<file path="src/rtl/pipe_stage_shell_if.sv">
// ---------------------------------------------------------------------------
// pipe_stage_shell_if
//
// Purpose:
//   Stream interface that connects the pipeline shell to its producer (fetch)
//   and its consumer (writeback). Both sides use valid/ready semantics:
//   a transfer happens on a clock edge where valid and ready are both high.
//
// Signals:
//   in_valid   fetch offers a payload to stage 0
//   in_ready   stage 0 can accept a payload this cycle
//   in_data    payload loaded into stage 0
//   out_valid  oldest stage holds a finished payload
//   out_ready  writeback accepts the payload this cycle
//   out_data   payload of the oldest stage
//
// Modports:
//   slave   the pipeline shell's view
//   master  the surrounding core's view (fetch + writeback)
// ---------------------------------------------------------------------------
interface pipe_stage_shell_if #(
  parameter int DATA_W = 64
);
  logic              in_valid;
  logic              in_ready;
  logic [DATA_W-1:0] in_data;
  logic              out_valid;
  logic              out_ready;
  logic [DATA_W-1:0] out_data;

  modport slave (
    input  in_valid,
    input  in_data,
    output in_ready,
    output out_valid,
    output out_data,
    input  out_ready
  );

  modport master (
    output in_valid,
    output in_data,
    input  in_ready,
    input  out_valid,
    input  out_data,
    output out_ready
  );
endinterface : pipe_stage_shell_if

</file>
<file path="src/rtl/pipe_stage_shell.sv">
// ---------------------------------------------------------------------------
// pipe_stage_shell
//
// Purpose:
//   Parametrised in-order pipeline skeleton. Holds one payload register and
//   one valid bit per stage and moves payloads forward with an
//   allowin / ready_go handshake. The per-stage datapath lives outside: it
//   reads stage_data slice i and presents the payload for stage i+1 on
//   stage_next_data slice i. Stage 0 is the youngest, stage NUM_STAGES-1
//   the oldest.
//
//   A flush request from stage i kills every younger stage and the payload
//   entering from fetch; the flushing stage itself moves on normally.
//
//   Two performance counters are kept: retired payloads (out handshakes)
//   and fetch stall cycles (in_valid while stage 0 cannot accept).
//
// Ports:
//   clk              clock
//   reset            synchronous, active-high reset
//   io               stream interface (slave): in_valid/in_ready/in_data,
//                    out_valid/out_ready/out_data
//   stage_ready_go   bit i: stage i has finished its work this cycle
//   stage_next_data  slice i: payload stage i hands to stage i+1
//                    (top slice unused)
//   stage_flush      bit i: kill all stages younger than i and the input
//   stage_valid      valid bit per stage
//   stage_data       registered payload per stage, slice i = stage i
//   stage_allowin    allowin per stage (combinational)
//   retire_cnt       number of out handshakes, wraps
//   stall_cnt        number of in_valid & !in_ready cycles, wraps
// ---------------------------------------------------------------------------
module pipe_stage_shell #(
  parameter int NUM_STAGES = 5,
  parameter int DATA_W     = 64,
  parameter int CNT_W      = 32
) (
  input  logic                         clk,
  input  logic                         reset,
  pipe_stage_shell_if.slave            io,
  input  logic [NUM_STAGES-1:0]        stage_ready_go,
  input  logic [NUM_STAGES*DATA_W-1:0] stage_next_data,
  input  logic [NUM_STAGES-1:0]        stage_flush,
  output logic [NUM_STAGES-1:0]        stage_valid,
  output logic [NUM_STAGES*DATA_W-1:0] stage_data,
  output logic [NUM_STAGES-1:0]        stage_allowin,
  output logic [CNT_W-1:0]             retire_cnt,
  output logic [CNT_W-1:0]             stall_cnt
);

  // -------------------------------------------------------------------------
  // Stage state
  // -------------------------------------------------------------------------
  logic [NUM_STAGES-1:0] valid_q;
  logic [DATA_W-1:0]     data_q [NUM_STAGES];

  // allowin[NUM_STAGES] is the sink's ready, so the chain has one extra bit.
  logic [NUM_STAGES:0]   allowin;
  logic [NUM_STAGES-1:0] go;
  logic [NUM_STAGES-1:0] kill;
  logic                  kill_in;

  logic [CNT_W-1:0]      retire_q;
  logic [CNT_W-1:0]      stall_q;

  logic                  out_fire;
  logic                  in_stall;

  // -------------------------------------------------------------------------
  // Allowin chain, oldest to youngest.
  // A running scalar carries allowin[i+1] down the loop so the vector never
  // reads itself, which keeps the chain a plain combinational ripple.
  // -------------------------------------------------------------------------
  always_comb begin
    logic allow_older;
    // NOTE: every variable assigned in a combinational block gets a value on
    // every path first; otherwise the tool infers a latch to hold the old one.
    allowin     = '0;
    allow_older = io.out_ready;
    allowin[NUM_STAGES] = io.out_ready;
    for (int i = NUM_STAGES - 1; i >= 0; i--) begin
      allow_older = !valid_q[i] | (stage_ready_go[i] & allow_older);
      allowin[i]  = allow_older;
    end
  end

  // A stage hands its payload on when it is valid, done, and the next stage
  // (or the sink, for the oldest stage) has room.
  always_comb begin
    go = '0;
    for (int i = 0; i < NUM_STAGES; i++) begin
      go[i] = valid_q[i] & stage_ready_go[i] & allowin[i+1];
    end
  end

  // -------------------------------------------------------------------------
  // Kill vector: kill[j] is set when any older stage (k > j) flushes.
  // Multiple flush bits therefore collapse to the oldest one automatically.
  // -------------------------------------------------------------------------
  always_comb begin
    logic flush_older;
    kill        = '0;
    flush_older = 1'b0;
    for (int j = NUM_STAGES - 1; j >= 0; j--) begin
      kill[j]     = flush_older;
      flush_older = flush_older | stage_flush[j];
    end
  end

  // Any flush, including stage 0's own, drops the payload entering from fetch.
  assign kill_in = |stage_flush;

  // -------------------------------------------------------------------------
  // Stage 0: loaded from the fetch stream.
  // in_ready is deliberately not gated by flush: the fetch side sees a normal
  // handshake and the payload is simply not marked valid.
  // -------------------------------------------------------------------------
  always_ff @(posedge clk) begin
    // NOTE: state registers use non-blocking assignments so every stage
    // samples the values from before the edge, giving true register behaviour.
    if (reset) begin
      valid_q[0] <= 1'b0;
      // NOTE: payload registers are reset too; consumers ignore them while
      // invalid, but a defined value keeps the observable outputs repeatable.
      data_q[0]  <= '0;
    end else if (kill[0]) begin
      valid_q[0] <= 1'b0;
    end else if (allowin[0]) begin
      valid_q[0] <= io.in_valid & !kill_in;
      if (io.in_valid) begin
        data_q[0] <= io.in_data;
      end
    end
  end

  // -------------------------------------------------------------------------
  // Stages 1..NUM_STAGES-1: loaded from the previous stage's datapath output.
  // A killed stage keeps its payload bits; only the valid bit clears.
  // -------------------------------------------------------------------------
  for (genvar i = 1; i < NUM_STAGES; i++) begin : g_stage
    always_ff @(posedge clk) begin
      if (reset) begin
        valid_q[i] <= 1'b0;
        data_q[i]  <= '0;
      end else if (kill[i]) begin
        valid_q[i] <= 1'b0;
      end else if (allowin[i]) begin
        // The previous stage's own flush kills what it would hand over only
        // when an older flush applies; kill[i-1] covers both cases.
        valid_q[i] <= go[i-1] & !kill[i-1];
        if (go[i-1]) begin
          data_q[i] <= stage_next_data[(i-1)*DATA_W +: DATA_W];
        end
      end
    end
  end

  // The oldest stage has no successor, so its next-data slice is not needed.
  logic unused_next_tail;
  assign unused_next_tail = ^stage_next_data[(NUM_STAGES-1)*DATA_W +: DATA_W];

  // -------------------------------------------------------------------------
  // Performance counters. Both wrap naturally at 2^CNT_W.
  // -------------------------------------------------------------------------
  assign out_fire = io.out_valid & io.out_ready;
  assign in_stall = io.in_valid & !io.in_ready;

  always_ff @(posedge clk) begin
    if (reset) begin
      retire_q <= '0;
      stall_q  <= '0;
    end else begin
      if (out_fire) begin
        retire_q <= retire_q + CNT_W'(1);
      end
      if (in_stall) begin
        stall_q <= stall_q + CNT_W'(1);
      end
    end
  end

  // -------------------------------------------------------------------------
  // Outputs
  // -------------------------------------------------------------------------
  for (genvar i = 0; i < NUM_STAGES; i++) begin : g_out
    assign stage_data[i*DATA_W +: DATA_W] = data_q[i];
  end

  assign stage_valid   = valid_q;
  assign stage_allowin = allowin[NUM_STAGES-1:0];

  assign io.in_ready   = allowin[0];
  assign io.out_valid  = valid_q[NUM_STAGES-1] & stage_ready_go[NUM_STAGES-1];
  assign io.out_data   = data_q[NUM_STAGES-1];

  assign retire_cnt    = retire_q;
  assign stall_cnt     = stall_q;

endmodule : pipe_stage_shell

</file>
<file path="src/flat_wrapper.sv">
// flat-port wrapper written by rule: the top's interface ports become plain ports
module pipe_stage_shell_flat 
#(
  parameter int NUM_STAGES = 5,
  parameter int DATA_W     = 64,
  parameter int CNT_W      = 32
)
  (clk, reset, stage_ready_go, stage_next_data, stage_flush, stage_valid, stage_data, stage_allowin, retire_cnt, stall_cnt, io_in_valid, io_in_data, io_in_ready, io_out_valid, io_out_data, io_out_ready);
  pipe_stage_shell_if #(.DATA_W(DATA_W)) io_i ();
  input  logic clk;
  input  logic reset;
  input  logic [NUM_STAGES-1:0] stage_ready_go;
  input  logic [NUM_STAGES*DATA_W-1:0] stage_next_data;
  input  logic [NUM_STAGES-1:0] stage_flush;
  output logic [NUM_STAGES-1:0] stage_valid;
  output logic [NUM_STAGES*DATA_W-1:0] stage_data;
  output logic [NUM_STAGES-1:0] stage_allowin;
  output logic [CNT_W-1:0] retire_cnt;
  output logic [CNT_W-1:0] stall_cnt;
  input wire logic [$bits(io_i.in_valid)-1:0] io_in_valid;
  input wire logic [$bits(io_i.in_data)-1:0] io_in_data;
  output wire logic [$bits(io_i.in_ready)-1:0] io_in_ready;
  output wire logic [$bits(io_i.out_valid)-1:0] io_out_valid;
  output wire logic [$bits(io_i.out_data)-1:0] io_out_data;
  input wire logic [$bits(io_i.out_ready)-1:0] io_out_ready;
  assign io_i.in_valid = io_in_valid;
  assign io_i.in_data = io_in_data;
  assign io_in_ready = io_i.in_ready;
  assign io_out_valid = io_i.out_valid;
  assign io_out_data = io_i.out_data;
  assign io_i.out_ready = io_out_ready;
  pipe_stage_shell #(.NUM_STAGES(NUM_STAGES), .DATA_W(DATA_W), .CNT_W(CNT_W)) u_core (.clk(clk), .reset(reset), .io(io_i), .stage_ready_go(stage_ready_go), .stage_next_data(stage_next_data), .stage_flush(stage_flush), .stage_valid(stage_valid), .stage_data(stage_data), .stage_allowin(stage_allowin), .retire_cnt(retire_cnt), .stall_cnt(stall_cnt));
endmodule
</file>
<file path="config.mk">
export PLATFORM = sky130hd
export DESIGN_NAME = pipe_stage_shell_flat
export DESIGN_NICKNAME = d
export VERILOG_FILES = /design/src/rtl/pipe_stage_shell_if.sv /design/src/rtl/pipe_stage_shell.sv /design/src/flat_wrapper.sv
export SDC_FILE = /design/constraint.sdc
export NUM_CORES = 1
export LEC_CHECK = 0
export BUFFER_PORTS_ARGS = -buffer_cell sky130_fd_sc_hd__buf_2
export CAP_MARGIN = 20
export CELL_PAD_IN_SITES_DETAIL_PLACEMENT = 1
export CELL_PAD_IN_SITES_GLOBAL_PLACEMENT = 1
export CORE_AREA = 2 2 329 331
export CTS_CLUSTER_DIAMETER = 150
export CTS_CLUSTER_SIZE = 8
export DETAILED_ROUTE_END_ITERATION = 16
export DIE_AREA = 0 0 331 333
export GPL_ROUTABILITY_DRIVEN = 0
export GPL_TIMING_DRIVEN = 0
export MAX_ROUTING_LAYER = met4
export PLACE_DENSITY = 0.4
export SLEW_MARGIN = 20
export SYNTH_ARGS = -nofsm -noshare
export SYNTH_HDL_FRONTEND = slang
export SYNTH_SLANG_ARGS = --single-unit
</file>
<file path="constraint.sdc">
create_clock -name clk -period 11.3 [get_ports clk]
set_input_delay 1.13 -clock clk [delete_from_list [all_inputs] [get_ports clk]]
set_output_delay 1.13 -clock clk [all_outputs]
set_load 0.05 [all_outputs]
</file>
# Yosys cells after proc, flatten, opt, wreduce, memory -nomap -nowiden
# Memory sizes are Yosys's and may differ from the RTL's.
# Cells that the tools add are included.
# word_totals
mem_bits_rw	320
regBits	69
word_cells	91
n_memories	1
# memory_table
memory	depth	width	read_ports	rd_ports_with_merged_regs	write_ports	line	rtl
u_core.data_q	5	64	5	0	5	pipe_stage_shell.sv:55	logic [DATA_W-1:0] data_q [NUM_STAGES];
# classes
n_reduce_logical	16
bitwise_logic	34
n_addsub	2
mux	31
# ops
cell	count
two-way mux 64 bit	5
adder 32 x 1 -> 32 bit, second input constant	2
two-way mux 1 bit	26
bitwise AND 1 bit	21
bitwise OR 1 bit	13
zero test 1 bit	11
OR reduction 2 bit	4
OR reduction 5 bit	1

# Logic depth before layout (Yosys ltp)
# depth
ltp_word	15
depth_mapped	8
mapped_depth_nobuf	6

# Least setup slack after synthesis
# Ideal clock, no wire load.
# synth_timing
kind	in2reg
from	input stage_ready_go[4]
to	memory u_core.data_q[2][0] (enable)
setup_time_ns	0.661
t_arrival_ns	8.998
path_stages	4
setup_slack_ns	1.641
path_cell_list	a21boi_0 > o21ai_1 > a21oi_1 > o41ai_1
# synth_lines
item	line	rtl
from (decl)	flat_wrapper.sv:12	input logic [NUM_STAGES-1:0] stage_ready_go;
to (decl)	pipe_stage_shell.sv:55	

# Worst setup path in the final report
# layout_timing
from	input stage_ready_go[4]
to	output stage_allowin[0]
# layout_between
elab_chain_len	10
# layout_lines
item	line	rtl
bitwise AND 1 bit	pipe_stage_shell.sv:82	allow_older = !valid_q[i] | (stage_ready_go[i] & allow_older);
bitwise OR 1 bit	pipe_stage_shell.sv:82	
bitwise AND 1 bit	pipe_stage_shell.sv:82	
bitwise OR 1 bit	pipe_stage_shell.sv:82	
bitwise AND 1 bit	pipe_stage_shell.sv:82	
bitwise OR 1 bit	pipe_stage_shell.sv:82	
bitwise AND 1 bit	pipe_stage_shell.sv:82	
bitwise OR 1 bit	pipe_stage_shell.sv:82	
bitwise AND 1 bit	pipe_stage_shell.sv:82	
bitwise OR 1 bit	pipe_stage_shell.sv:82	
to (decl)	flat_wrapper.sv:17	output logic [NUM_STAGES-1:0] stage_allowin;
# Every way passes these cells.

==> impl_metrics.csv <==
group,metric,value,unit
run_status,status,"finished clean",
cts,cts_tree,"yes",
yosys,synthCells,1161,
cells_and_area,num-fill-cells,12200,
power,seqPwrFrac,46.5,%
cts,numCtsBuffers,54,
job,drv_cap,0,
timing,hold_viol,0,
floorplanning,start_util,14.8,%
global_route,grt_pass1_wl,99200,µm
floorplanning,die_area,110000,µm²
power,p_int,2530,µW
critical_path,required,10.17,ns
critical_path,cp.arrival,3.46,ns
cts,path_clk_slew,0.06,ns
cells_and_area,fin_util,21.9,%
yosys,synth_top_area_cell,"edfxtp_1",
global_route,antenna_found_initial,30,
cells_and_area,seq_area,11000,µm²
yosys,synth_most_common_cell,"and2_1",
drt,vias_per_cell,3.65,
drt,wl_met1,26900,µm
critical_path,path_max_fanout,11,
yosys,yosysWarningCount,0,
yosys,syn_avg_cell_area,13.6,µm²
floorplanning,pin_count,858,
drt,num_vias,12600,
yosys,synth_edf_count,320,
timing,rsz0062_at_grt,"false",
floorplanning,rows,120,
cts,cts_resized,0,
power,clockPowerShare,43.4,%
power,power_switching,910,µW
cts,root_buffer,"clkbuf_16",
power,vdd_drop_max,0.000106,V
cts,clk_latency,0.62,ns
timing,fmax,218,MHz
yosys,ys_seq_area_share,69.7,%
global_route,grt_use_total,12.9,%
drt,wl_per_cell,20.8,µm
power,pwr-share-comb,10.1,%
hold_path,min_path_type,"register to register",
floorplanning,core,107000,µm²
yosys,async_flop_share,0,%
cells_and_area,syn2layout_area_growth,48.2,%
cts,cts_num_sinks,389,
yosys,syn_nets,1561,
timing,fin_worst_skew,0.0242,ns
yosys,synth_commonest_cells,"325 x and2_1, 320 x edfxtp_1, 69 x dfxtp_1",
power,p_leak,0.0101,µW
yosys,synthDominantCellAreaShare,61.0,%
drt,antenna_left,0,
timing,holdWs,0.490,ns
timing,period_needed,4.59,ns
global_route,grt_pass1_vias,13500,
timing,worstMarginPinSlew,1.02,ns
drt,wl_met2,37200,µm
critical_path,startpoint_type,"primary input",
yosys,ys.flop_type,"edfxtp_1",
cts,clk_path_buf_depth,3,
yosys,syn_area,15800,µm²
timing,slew_headroom,31.4,%
floorplanning,die_height,333,µm
timing,setup_viol,0,
drt,drc_errors,0,
drt,wl,71800,µm
global_route,grt_max_degree,55,
critical_path,crit_type,"primary input to primary output",
yosys,ys_seq_elements,389,
cells_and_area,multiInputGateArea,4070,µm²
place,port_buffers,792,
drt,drtIter0Drc,496,
drt,wl_met3,6270,µm
timing,slew_viol_final,0,
place,hpwl,58800,µm
drt,top_layer,"met4",
critical_path,critPathCaptureType,"primary output",
global_route,grt_overflow,0,
floorplanning,die_w,331,µm
power,swShare,26.4,%
cts,hold_buffers,0,
timing,fin_crit_sh,40.6,%
yosys,synth.area.top_cells,"edfxtp_1 61%, and2_1 13%, dfxtp_1 8.8%",
cells_and_area,drive_above_1_share,47.5,%
cells_and_area,instances_no_fill,3457,
place,dp.cells,3381,
cts,postCtsSetupBuffers,0,
power,powerDensity,147,nW/µm²
cts,htree_levels,2,
yosys,synth.distinct_cells,47,
cells_and_area,nets,2434,
drt,first_pass_iters,4,
## cells by family (layout without fill, tap and decap cells)
| logic type | count (synthesis) | in the layout | share of synthesized area, % |
|---|---|---|---|
| AOI/OAI and AO/OA | 95 | 95 | 3.76 |
| xor gates and xnor gates | 22 | 22 | 1.22 |
| adders and majority gates | 2 | 2 | 0.159 |
| buffers and inverters | 138 | 1016 | 4.91 |
| DFF | 389 | 389 | 69.7 |
| muxes | 3 | 3 | 0.206 |
| other | 0 | 15 | 0 |
| and+or+nand+nor | 512 | 512 | 20.0 |
## stage by stage
step,cell area (µm²),TNS (ns),power (µW),setup WS [ns]
finish,23400,0,3440,6.71
global route,23300,0,3580,6.53
CTS,23300,0,3520,6.60
detailed placement,21900,0,1980,6.60
global placement,21500,-193.05,1980,-3.02
floorplan,15800,0,1840,1.64
## routing by layer
metal / up-vias / global-route usage [%]
met4: 0 / 2.42
met3: 99 / 4.50
met1: 6140 / 13.5
li1: 5831 / -
met2: 537 / 23.2
met5: - / -
## worst max-delay path, cell delays in order
cell,delay (ns)
buf_2,0.14
nand2_1,0.07
a221o_1,0.33
a21oi_1,0.41
buf_2,0.33
buf_2,0.28
buf_2,0.35
buf_4,0.17
buf_2,0.25
## placed cells by master (no fill, tap or decap), drive strengths merged, types with 2 or more instances in the layout
cell      n
buf     891
and2    325
edfxtp  320
clkbuf  106
dfxtp    69
a21oi    41
or4      31
nor2     30
o31ai    27
nand2    26
nand3    25
inv      18
nand4    17
diode    15
xnor2    15
or3      15
o21ai    14
and4      9
nor4      9
nor3      9
and3      8
xor2      7
o21a      2
nor3b     2
nor2b     2
mux2      2
a41o      2
ha        2
o41ai     2
a211oi    2
## state kept, by name (all words and copies together) (netlist names)
name                flops
u_core.stall_cnt       32
u_core.retire_cnt      32
u_core.stage_valid      5
u_core.data_q         320
## final cells by class
cell class                      instances  share of cell area (%)
Multi-Input combinational cell        634                    17.4
Buffer                                122                    3.06
Antenna cell                           15                   0.161
Clock inverter                          3                   0.145
Clock buffer                           58                    5.94
Sequential cell                       389                    47.0
Tap cell                             1403                    7.51
Inverter                               16                   0.257
Timing Repair Buffer                  817                    18.5
## path summary, 6_finish.rpt
kind	startpoint	to	slack, ns	cells past startpoint
worst min-delay path	u_core.stall_cnt[31]	u_core.stall_cnt[31]	0.49	2
worst max-delay path	stage_ready_go[4]	stage_allowin[0]	6.71	9
worst max register to register	u_core.stage_valid[4]	u_core.data_q[2][44]	7.64	10
worst min register to register	u_core.stall_cnt[31]	u_core.stall_cnt[31]	0.49	2
## power groups by stage
stage | Sequential [µW] | Combinational, µW | Clock (µW)
floorplan | 1780 | 64.8 | 0
detailed placement | 1630 | 354 | 0
global placement | 1640 | 338 | 0
CTS | 1600 | 355 | 1560
finish | 1600 | 348 | 1500
global route | 1600 | 367 | 1610
Power figures use the tool's default switching activity.
